--- src/rtl/dense_pkg.sv ---
`default_nettype none
// ============================================================================
// Module      : dense_pkg
// Description : Shared constants for the dense layer: bias word width, output
//               length, address-width helper and bias loader state encoding.
// Revision    : 1.0 - initial release
// ============================================================================
package dense_pkg;

  localparam int WORD_SIZE     = 32;
  localparam int DENSE_OUT_LEN = 10;

  // Loader state encoding, shared with the dense-layer controller.
  localparam logic [1:0] LDR_IDLE  = 2'd0;
  localparam logic [1:0] LDR_LOAD  = 2'd1;
  localparam logic [1:0] LDR_CHECK = 2'd2;
  localparam logic [1:0] LDR_DONE  = 2'd3;

  typedef enum logic [1:0] {
    ST_IDLE  = LDR_IDLE,
    ST_LOAD  = LDR_LOAD,
    ST_CHECK = LDR_CHECK,
    ST_DONE  = LDR_DONE
  } loader_state_t;

  // Number of address bits needed to index n entries (ceil(log2(n))).
  function automatic int clogb2(input int n);
    int r;
    r = 0;
    for (int v = n - 1; v > 0; v = v >> 1) begin
      r = r + 1;
    end
    return r;
  endfunction

endpackage
`default_nettype wire

--- src/rtl/dense_bias_loader_if.sv ---
`default_nettype none
// ============================================================================
// Module      : dense_bias_loader_if
// Description : Bias stream, read port and status signals of the bias loader.
//               master = host/consumer side, slave = loader side.
// Revision    : 1.0 - initial release
// ============================================================================
interface dense_bias_loader_if #(
  parameter int WORD_SIZE = dense_pkg::WORD_SIZE,
  parameter int ADR_SIZE  = dense_pkg::clogb2(dense_pkg::DENSE_OUT_LEN)
);
  logic                 start;
  logic                 in_valid;
  logic                 in_ready;
  logic [WORD_SIZE-1:0] in_data;
  logic [ADR_SIZE-1:0]  rd_adr;
  logic [WORD_SIZE-1:0] rd_data;
  logic                 busy;
  logic                 done;
  logic                 err;

  modport master (
    output start, in_valid, in_data, rd_adr,
    input  in_ready, rd_data, busy, done, err
  );

  modport slave (
    input  start, in_valid, in_data, rd_adr,
    output in_ready, rd_data, busy, done, err
  );
endinterface
`default_nettype wire

--- src/rtl/bias_regfile.sv ---
`default_nettype none
// ============================================================================
// Module      : bias_regfile
// Description : LENGTH_SIZE x WORD_SIZE bias storage. Synchronous write,
//               registered read (read-before-write), out-of-range reads
//               return zero, whole array cleared by asynchronous reset.
// Revision    : 1.0 - initial release
// ============================================================================
module bias_regfile #(
  parameter int WORD_SIZE   = 32,
  parameter int LENGTH_SIZE = 10,
  parameter int ADR_SIZE    = 4
) (
  input  wire logic                 clk,
  input  wire logic                 rst_n,
  input  wire logic                 i_wr_en,
  input  wire logic [ADR_SIZE-1:0]  i_wr_adr,
  input  wire logic [WORD_SIZE-1:0] i_wr_data,
  input  wire logic [ADR_SIZE-1:0]  i_rd_adr,
  output logic      [WORD_SIZE-1:0] o_rd_data
);

  localparam logic [ADR_SIZE-1:0] c_last_adr = ADR_SIZE'(LENGTH_SIZE - 1);

  logic [WORD_SIZE-1:0] r_mem [LENGTH_SIZE];
  logic [WORD_SIZE-1:0] r_rd_data;
  logic                 w_wr_in_range;
  logic                 w_rd_in_range;

  assign w_wr_in_range = (i_wr_adr <= c_last_adr);
  assign w_rd_in_range = (i_rd_adr <= c_last_adr);

  // Storage write and registered read; the read samples the pre-write value.
  always_ff @(posedge clk or negedge rst_n) begin
    if (!rst_n) begin
      for (int i = 0; i < LENGTH_SIZE; i++) begin
        r_mem[i] <= '0;
      end
      r_rd_data <= '0;
    end else begin
      if (i_wr_en && w_wr_in_range) begin
        r_mem[i_wr_adr] <= i_wr_data;
      end
      r_rd_data <= w_rd_in_range ? r_mem[i_rd_adr] : '0;
    end
  end

  assign o_rd_data = r_rd_data;

endmodule
`default_nettype wire

--- src/rtl/dense_bias_loader.sv ---
`default_nettype none
// ============================================================================
// Module      : dense_bias_loader
// Description : Run-time loader for the dense-layer bias table. Accepts
//               LENGTH_SIZE words over a valid/ready stream, stores them in
//               order and serves them through a registered read port.
//               Optional feature macro: DENSE_BIAS_CHECKSUM_EN (adds a
//               trailing checksum word compared against the running sum).
// Revision    : 1.0 - initial release
// ============================================================================
module dense_bias_loader #(
  parameter int WORD_SIZE   = dense_pkg::WORD_SIZE,
  parameter int LENGTH_SIZE = dense_pkg::DENSE_OUT_LEN
) (
  input wire logic            clk,
  input wire logic            rst_n,
  dense_bias_loader_if.slave  bus
);
  import dense_pkg::*;

  localparam int ADR_SIZE = clogb2(LENGTH_SIZE);
  localparam logic [ADR_SIZE-1:0] c_last_adr = ADR_SIZE'(LENGTH_SIZE - 1);

  loader_state_t        r_state;
  logic [ADR_SIZE-1:0]  r_wr_ptr;
  logic                 r_in_ready;
  logic                 r_busy;
  logic                 r_done;
  logic                 w_accept;
  logic                 w_wr_en;
`ifdef DENSE_BIAS_CHECKSUM_EN
  logic                 r_err;
  logic [WORD_SIZE-1:0] r_sum;
`endif

  assign w_accept = bus.in_valid && r_in_ready;
  // The checksum word arrives in CHECK and is never stored.
  assign w_wr_en  = w_accept && (r_state == ST_LOAD);

  // Loader FSM: pointer, handshake and status flags are all registered.
  always_ff @(posedge clk or negedge rst_n) begin
    if (!rst_n) begin
      r_state    <= ST_IDLE;
      r_wr_ptr   <= '0;
      r_in_ready <= 1'b0;
      r_busy     <= 1'b0;
      r_done     <= 1'b0;
`ifdef DENSE_BIAS_CHECKSUM_EN
      r_err      <= 1'b0;
      r_sum      <= '0;
`endif
    end else begin
      case (r_state)
        ST_IDLE, ST_DONE: begin
          if (bus.start) begin
            r_state    <= ST_LOAD;
            r_wr_ptr   <= '0;
            r_in_ready <= 1'b1;
            r_busy     <= 1'b1;
            r_done     <= 1'b0;
`ifdef DENSE_BIAS_CHECKSUM_EN
            r_err      <= 1'b0;
            r_sum      <= '0;
`endif
          end
        end
        ST_LOAD: begin
          if (w_accept) begin
`ifdef DENSE_BIAS_CHECKSUM_EN
            r_sum <= r_sum + bus.in_data;
`endif
            if (r_wr_ptr == c_last_adr) begin
              r_wr_ptr <= '0;
`ifdef DENSE_BIAS_CHECKSUM_EN
              r_state  <= ST_CHECK;
`else
              r_state    <= ST_DONE;
              r_in_ready <= 1'b0;
              r_busy     <= 1'b0;
              r_done     <= 1'b1;
`endif
            end else begin
              r_wr_ptr <= r_wr_ptr + 1'b1;
            end
          end
        end
`ifdef DENSE_BIAS_CHECKSUM_EN
        ST_CHECK: begin
          if (w_accept) begin
            r_state    <= ST_DONE;
            r_in_ready <= 1'b0;
            r_busy     <= 1'b0;
            r_done     <= 1'b1;
            r_err      <= (bus.in_data != r_sum);
          end
        end
`endif
        default: begin
          r_state    <= ST_IDLE;
          r_wr_ptr   <= '0;
          r_in_ready <= 1'b0;
          r_busy     <= 1'b0;
          r_done     <= 1'b0;
        end
      endcase
    end
  end

  bias_regfile #(
    .WORD_SIZE   (WORD_SIZE),
    .LENGTH_SIZE (LENGTH_SIZE),
    .ADR_SIZE    (ADR_SIZE)
  ) u_regfile (
    .clk       (clk),
    .rst_n     (rst_n),
    .i_wr_en   (w_wr_en),
    .i_wr_adr  (r_wr_ptr),
    .i_wr_data (bus.in_data),
    .i_rd_adr  (bus.rd_adr),
    .o_rd_data (bus.rd_data)
  );

  assign bus.in_ready = r_in_ready;
  assign bus.busy     = r_busy;
  assign bus.done     = r_done;
`ifdef DENSE_BIAS_CHECKSUM_EN
  assign bus.err      = r_err;
`else
  assign bus.err      = 1'b0;
`endif

endmodule
`default_nettype wire

--- src/flat_wrapper.sv ---
// flat-port wrapper written by rule: the top's interface ports become plain ports
module dense_bias_loader_flat import dense_pkg::*;
#(
  parameter int WORD_SIZE   = dense_pkg::WORD_SIZE,
  parameter int LENGTH_SIZE = dense_pkg::DENSE_OUT_LEN
)
  (clk, rst_n, bus_start, bus_in_valid, bus_in_data, bus_rd_adr, bus_in_ready, bus_rd_data, bus_busy, bus_done, bus_err);
  dense_bias_loader_if #(.WORD_SIZE(WORD_SIZE)) bus_i ();
  input wire logic clk;
  input wire logic rst_n;
  input wire logic [$bits(bus_i.start)-1:0] bus_start;
  input wire logic [$bits(bus_i.in_valid)-1:0] bus_in_valid;
  input wire logic [$bits(bus_i.in_data)-1:0] bus_in_data;
  input wire logic [$bits(bus_i.rd_adr)-1:0] bus_rd_adr;
  output wire logic [$bits(bus_i.in_ready)-1:0] bus_in_ready;
  output wire logic [$bits(bus_i.rd_data)-1:0] bus_rd_data;
  output wire logic [$bits(bus_i.busy)-1:0] bus_busy;
  output wire logic [$bits(bus_i.done)-1:0] bus_done;
  output wire logic [$bits(bus_i.err)-1:0] bus_err;
  assign bus_i.start = bus_start;
  assign bus_i.in_valid = bus_in_valid;
  assign bus_i.in_data = bus_in_data;
  assign bus_i.rd_adr = bus_rd_adr;
  assign bus_in_ready = bus_i.in_ready;
  assign bus_rd_data = bus_i.rd_data;
  assign bus_busy = bus_i.busy;
  assign bus_done = bus_i.done;
  assign bus_err = bus_i.err;
  dense_bias_loader #(.WORD_SIZE(WORD_SIZE), .LENGTH_SIZE(LENGTH_SIZE)) u_core (.clk(clk), .rst_n(rst_n), .bus(bus_i));
endmodule
--- config.mk ---
export PLATFORM = sky130hd
export DESIGN_NAME = dense_bias_loader_flat
export DESIGN_NICKNAME = d
export VERILOG_FILES = /design/src/rtl/dense_pkg.sv /design/src/rtl/dense_bias_loader_if.sv /design/src/rtl/bias_regfile.sv /design/src/rtl/dense_bias_loader.sv /design/src/flat_wrapper.sv
export SDC_FILE = /design/constraint.sdc
export NUM_CORES = 1
export LEC_CHECK = 0
export BUFFER_PORTS_ARGS = -buffer_cell sky130_fd_sc_hd__buf_2
export CAP_MARGIN = 20
export CELL_PAD_IN_SITES_DETAIL_PLACEMENT = 1
export CELL_PAD_IN_SITES_GLOBAL_PLACEMENT = 2
export CORE_MARGIN = 3
export CORE_UTILIZATION = 45
export CTS_BUF_LIST = sky130_fd_sc_hd__clkbuf_4 sky130_fd_sc_hd__clkbuf_8 sky130_fd_sc_hd__clkbuf_16
export CTS_CLUSTER_SIZE = 40
export DETAILED_ROUTE_END_ITERATION = 8
export PLACE_DENSITY = 0.84
export SLEW_MARGIN = 20
export SYNTH_ARGS = -nofsm -noshare
export SYNTH_HDL_FRONTEND = slang
export SYNTH_SLANG_ARGS = --single-unit
export TNS_END_PERCENT = 50
--- constraint.sdc ---
create_clock -name clk -period 2.8 [get_ports clk]
set_clock_uncertainty 0.2 [all_clocks]
set_input_delay 0.14 -clock clk [delete_from_list [all_inputs] [get_ports clk]]
set_output_delay 0.14 -clock clk [all_outputs]
set_load 0.02 [all_outputs]
==> run metrics <==
maximum number of pins on one net before global-route repair 121; DP Wirelength 21560 um; crit path kind flip-flop to flip-flop; clock tree from TritonCTS yes; most used standard cells in the synthesized netlist sky130_fd_sc_hd__mux2_2 (365), sky130_fd_sc_hd__dfrtp_1 (359), sky130_fd_sc_hd__buf_2 (36); leakage power of the design 0.009232 uW; maximum vdd ir drop 491.7 uV; Worst Reg-to-Reg Cells 6; Async S/R FF share, synth 100.0%; EDFF count, synth 0; fraction of the yosys area taken by sequential cells 56.50%; Hold Fails Final Rpt 0; post-route DRC violation count 0; adder and majority gate portion of the synthesized area 0.1574%; vias in the first global route 10430; clock root buffer master sky130_fd_sc_hd__clkbuf_16; Clock Tree Buf Depth 3; first-iteration detailed-routing DRC count 325; number of H-tree levels 2; Total Negative Setup Slacks 0 ps; cell with the most instances after synthesis sky130_fd_sc_hd__mux2_2; number of setup buffers added after CTS 0; Inserted Clock Buffers 39; element type at the critical path end flip-flop; Initial Util 45.81%; total vias in the final route 9183; Die Outline Area 0.03763 mm2; ratio of cells with drive above 1 in the final layout 50.26%; number of nets with antenna violations after routing 0; core footprint 0.03471 mm2; Reg clk slew, reported paths 60 ps; reg-to-reg slack, setup 390 ps; Worst EP required 3010 ps; clock sink total 359; Placed Instance Area 0.01683 mm2; type of origin of the critical path flip-flop; data arrival time of the critical path 2620 ps; Worst Max-Slew Pin Slew 787.8 ps; result of the run complete, no violations; layout-stage area growth over the synthesis result 16.33%; RePlAce Congestion 0.7162; main combinational cell family by area after synthesis multiplexers; count of final max-slew check failures 0; final period demand of the worst path 2409 ps; first-pass detailed-route iteration total 4; Syn Nets 1098; simple-gate area share of the yosys netlist 2.565%; total track usage 19.72%; total detailed-routing wirelength 36970 um; top cell type's share of synthesized area 56.50%; setup repair after global routing missed its margin false; slowest cell on the critical path sky130_fd_sc_hd__buf_4; worst setup path start u_core.r_state[1]; power per standard cell area 587.9 mW/mm2; y dimension of the die 194.0 um; number of synthesized register bits 359; clock latency at the later pin of the worst-skew pair 530 ps; Reg-to-Reg End u_core.u_regfile.r_mem[106]; portion of netlist area occupied by mux cells 33.87%; share of the clock period used by the worst path after layout 86.05%; YS warnings 0; Synth area leaders sky130_fd_sc_hd__dfrtp_1 (56%), sky130_fd_sc_hd__mux2_2 (26%), sky130_fd_sc_hd__mux4_2 (4.5%); biggest area consumer among synthesized cells sky130_fd_sc_hd__dfrtp_1; area of all placed cells without fillers 0.01850 mm2; highest net fanout along the worst path 25; timing-limited maximum frequency 0.4150 GHz; number of endpoints failing setup at the final stage 0; pre-CTS WS 419.4 ps; cell area after synthesis 0.01590 mm2; post-synthesis compound-gate area fraction 3.557%; global-route wire length before repair 59260 um; number of instances in the synthesized netlist 1056; Die Span X 194.0 um; worst hold path type primary input to asynchronous set/reset pin; worst relative slew slack 47.48%; worst setup path endpoint u_core.u_regfile.r_mem[106]; start of the worst register-to-register path u_core.r_state[1]; final setup margin 390.5 ps; XOR/XNOR share of the synthesized area 0%; Avg WL per Cell 22.78 um; final-layout fill cell count 3256; distinct cell type count of the synthesized netlist 38; maxcap violations 0; worst-path cell chain inv_1, ha_1, and4b_1, nand4_1, buf_4, mux2_2; Primary FF master, synth sky130_fd_sc_hd__dfrtp_1; final antenna diode count 0; input/output buffers 74; # rows 68; Nets 1183; per-instance average area after synthesis 15.06 um2; initial antenna violation count 1; GRT Residual Overflow 0; largest stage delay on the critical path 480 ps; IO Count 76; number of resized instances in the post-cts repair step 0; via count normalized by instance count 5.658
==> layout by cell type (no fill, tap or decap), types with 3 or more instances in the layout <==
cell                            Yosys  routed
sky130_fd_sc_hd__inv_1              4       4
sky130_fd_sc_hd__nor2_1             5       3
sky130_fd_sc_hd__nor2b_1           34      34
sky130_fd_sc_hd__nand4_1            3       3
sky130_fd_sc_hd__buf_2             36      72
sky130_fd_sc_hd__buf_12             0      15
sky130_fd_sc_hd__o22ai_1           32      32
sky130_fd_sc_hd__clkbuf_16          0      41
sky130_fd_sc_hd__mux2i_1           33      33
sky130_fd_sc_hd__buf_4             11      20
sky130_fd_sc_hd__nand3_1            5       3
sky130_fd_sc_hd__mux2_1            20      20
sky130_fd_sc_hd__dfrtp_1          359     359
sky130_fd_sc_hd__mux2_2           365     365
sky130_fd_sc_hd__clkbuf_8           0       7
sky130_fd_sc_hd__clkinv_2           0       5
sky130_fd_sc_hd__mux4_2            32      32
sky130_fd_sc_hd__o32ai_1           33      33
sky130_fd_sc_hd__clkbuf_4           0      13
sky130_fd_sc_hd__dlygate4sd3_1      0      38
==> flip-flops by register name (all words and copies together), names as in the netlist <==
register and count:
u_core.u_regfile.o_rd_data 32, u_core.r_state 2, u_core.r_wr_ptr 4, u_core.u_regfile.r_mem 320, u_core.bus.in_ready 1
==> routing by layer <==
metal  vias up  share of wire (%)  routed length [um]  GRT usage (%)
met5         -              0.019                   7              0
met4         2                2.2                 824          5.266
met3        66                2.8                1019          2.989
met2       116                 51               18760          34.66
met1      4942                 44               16350          25.68
li1       4057                  -                   -              -
==> worst max-delay path: cells and delay by family, from the launching register on <==
family / cells / cell delay (ps)
adder cells (fa/ha/maj): 1 / 270
flip-flops: 1 / 380
buffers and inverters: 2 / 550
multiplexers: 1 / 400
AND/OR/NAND/NOR: 2 / 450
==> report_power, final <==
group	internal [uW]	total [uW]	switching (uW)
registers	5210	5220	5.98
logic	185	555	370
clock network	3090	5100	2020
total	8480	10900	2390
==> what timing repair did <==
item / 4_1_cts / 5_1_grt
hold buffers: 38 / 0
endpoints found under the setup margin: 0 / 0
endpoints found under the hold margin: 689 / 0
==> cells by family (layout without fill, tap and decap cells) <==
logic type	Yosys count	in the layout
mux	450	450
buf+inv	108	220
compound gates	75	75
simple gates	61	61
fa+ha+maj	2	2
other cells	1	1
flops	359	359
==> how the worst min path moves through the flow <==
stage | start | to | slack, ps | cells past startpoint
after floorplan | rst_n | u_core.bus.in_ready | -360 | 0
after global placement | rst_n | u_core.bus.in_ready | -220 | 1
after detailed placement | rst_n | u_core.r_state[0] | -220 | 1
after CTS | rst_n | u_core.u_regfile.r_mem[96] | 40 | 3
after global routing | rst_n | u_core.u_regfile.r_mem[160] | 70 | 3
final | rst_n | u_core.u_regfile.r_mem[96] | 40 | 3
==> area by class of cell <==
type	instances	area [um2]	area share, %
multi-input cells	589	6419	34.70
repair buffers	147	1217	6.581
flip-flops and latches	359	8984	48.56
clock buffers	61	1220	6.595
well taps	455	569.3	3.077
inverters	5	18.77	0.1015
clock inverters	7	71.32	0.3855
==> through the flow <==
stage / power, uW / cells / utilization (%) / hold WS, ps
after floorplan: 5560 / 1056 / - / -355.6
after global placement: 5826 / 1517 / 48.48 / -221.1
after detailed placement: 5832 / 1517 / 48.48 / -220.4
after CTS: 11040 / 1623 / 53.29 / 41.79
after global routing: 11310 / 1623 / 53.29 / 66.29
final: 10880 / 1623 / 53.29 / 37.35
No activity file was read; power rests on OpenSTA's default activity.
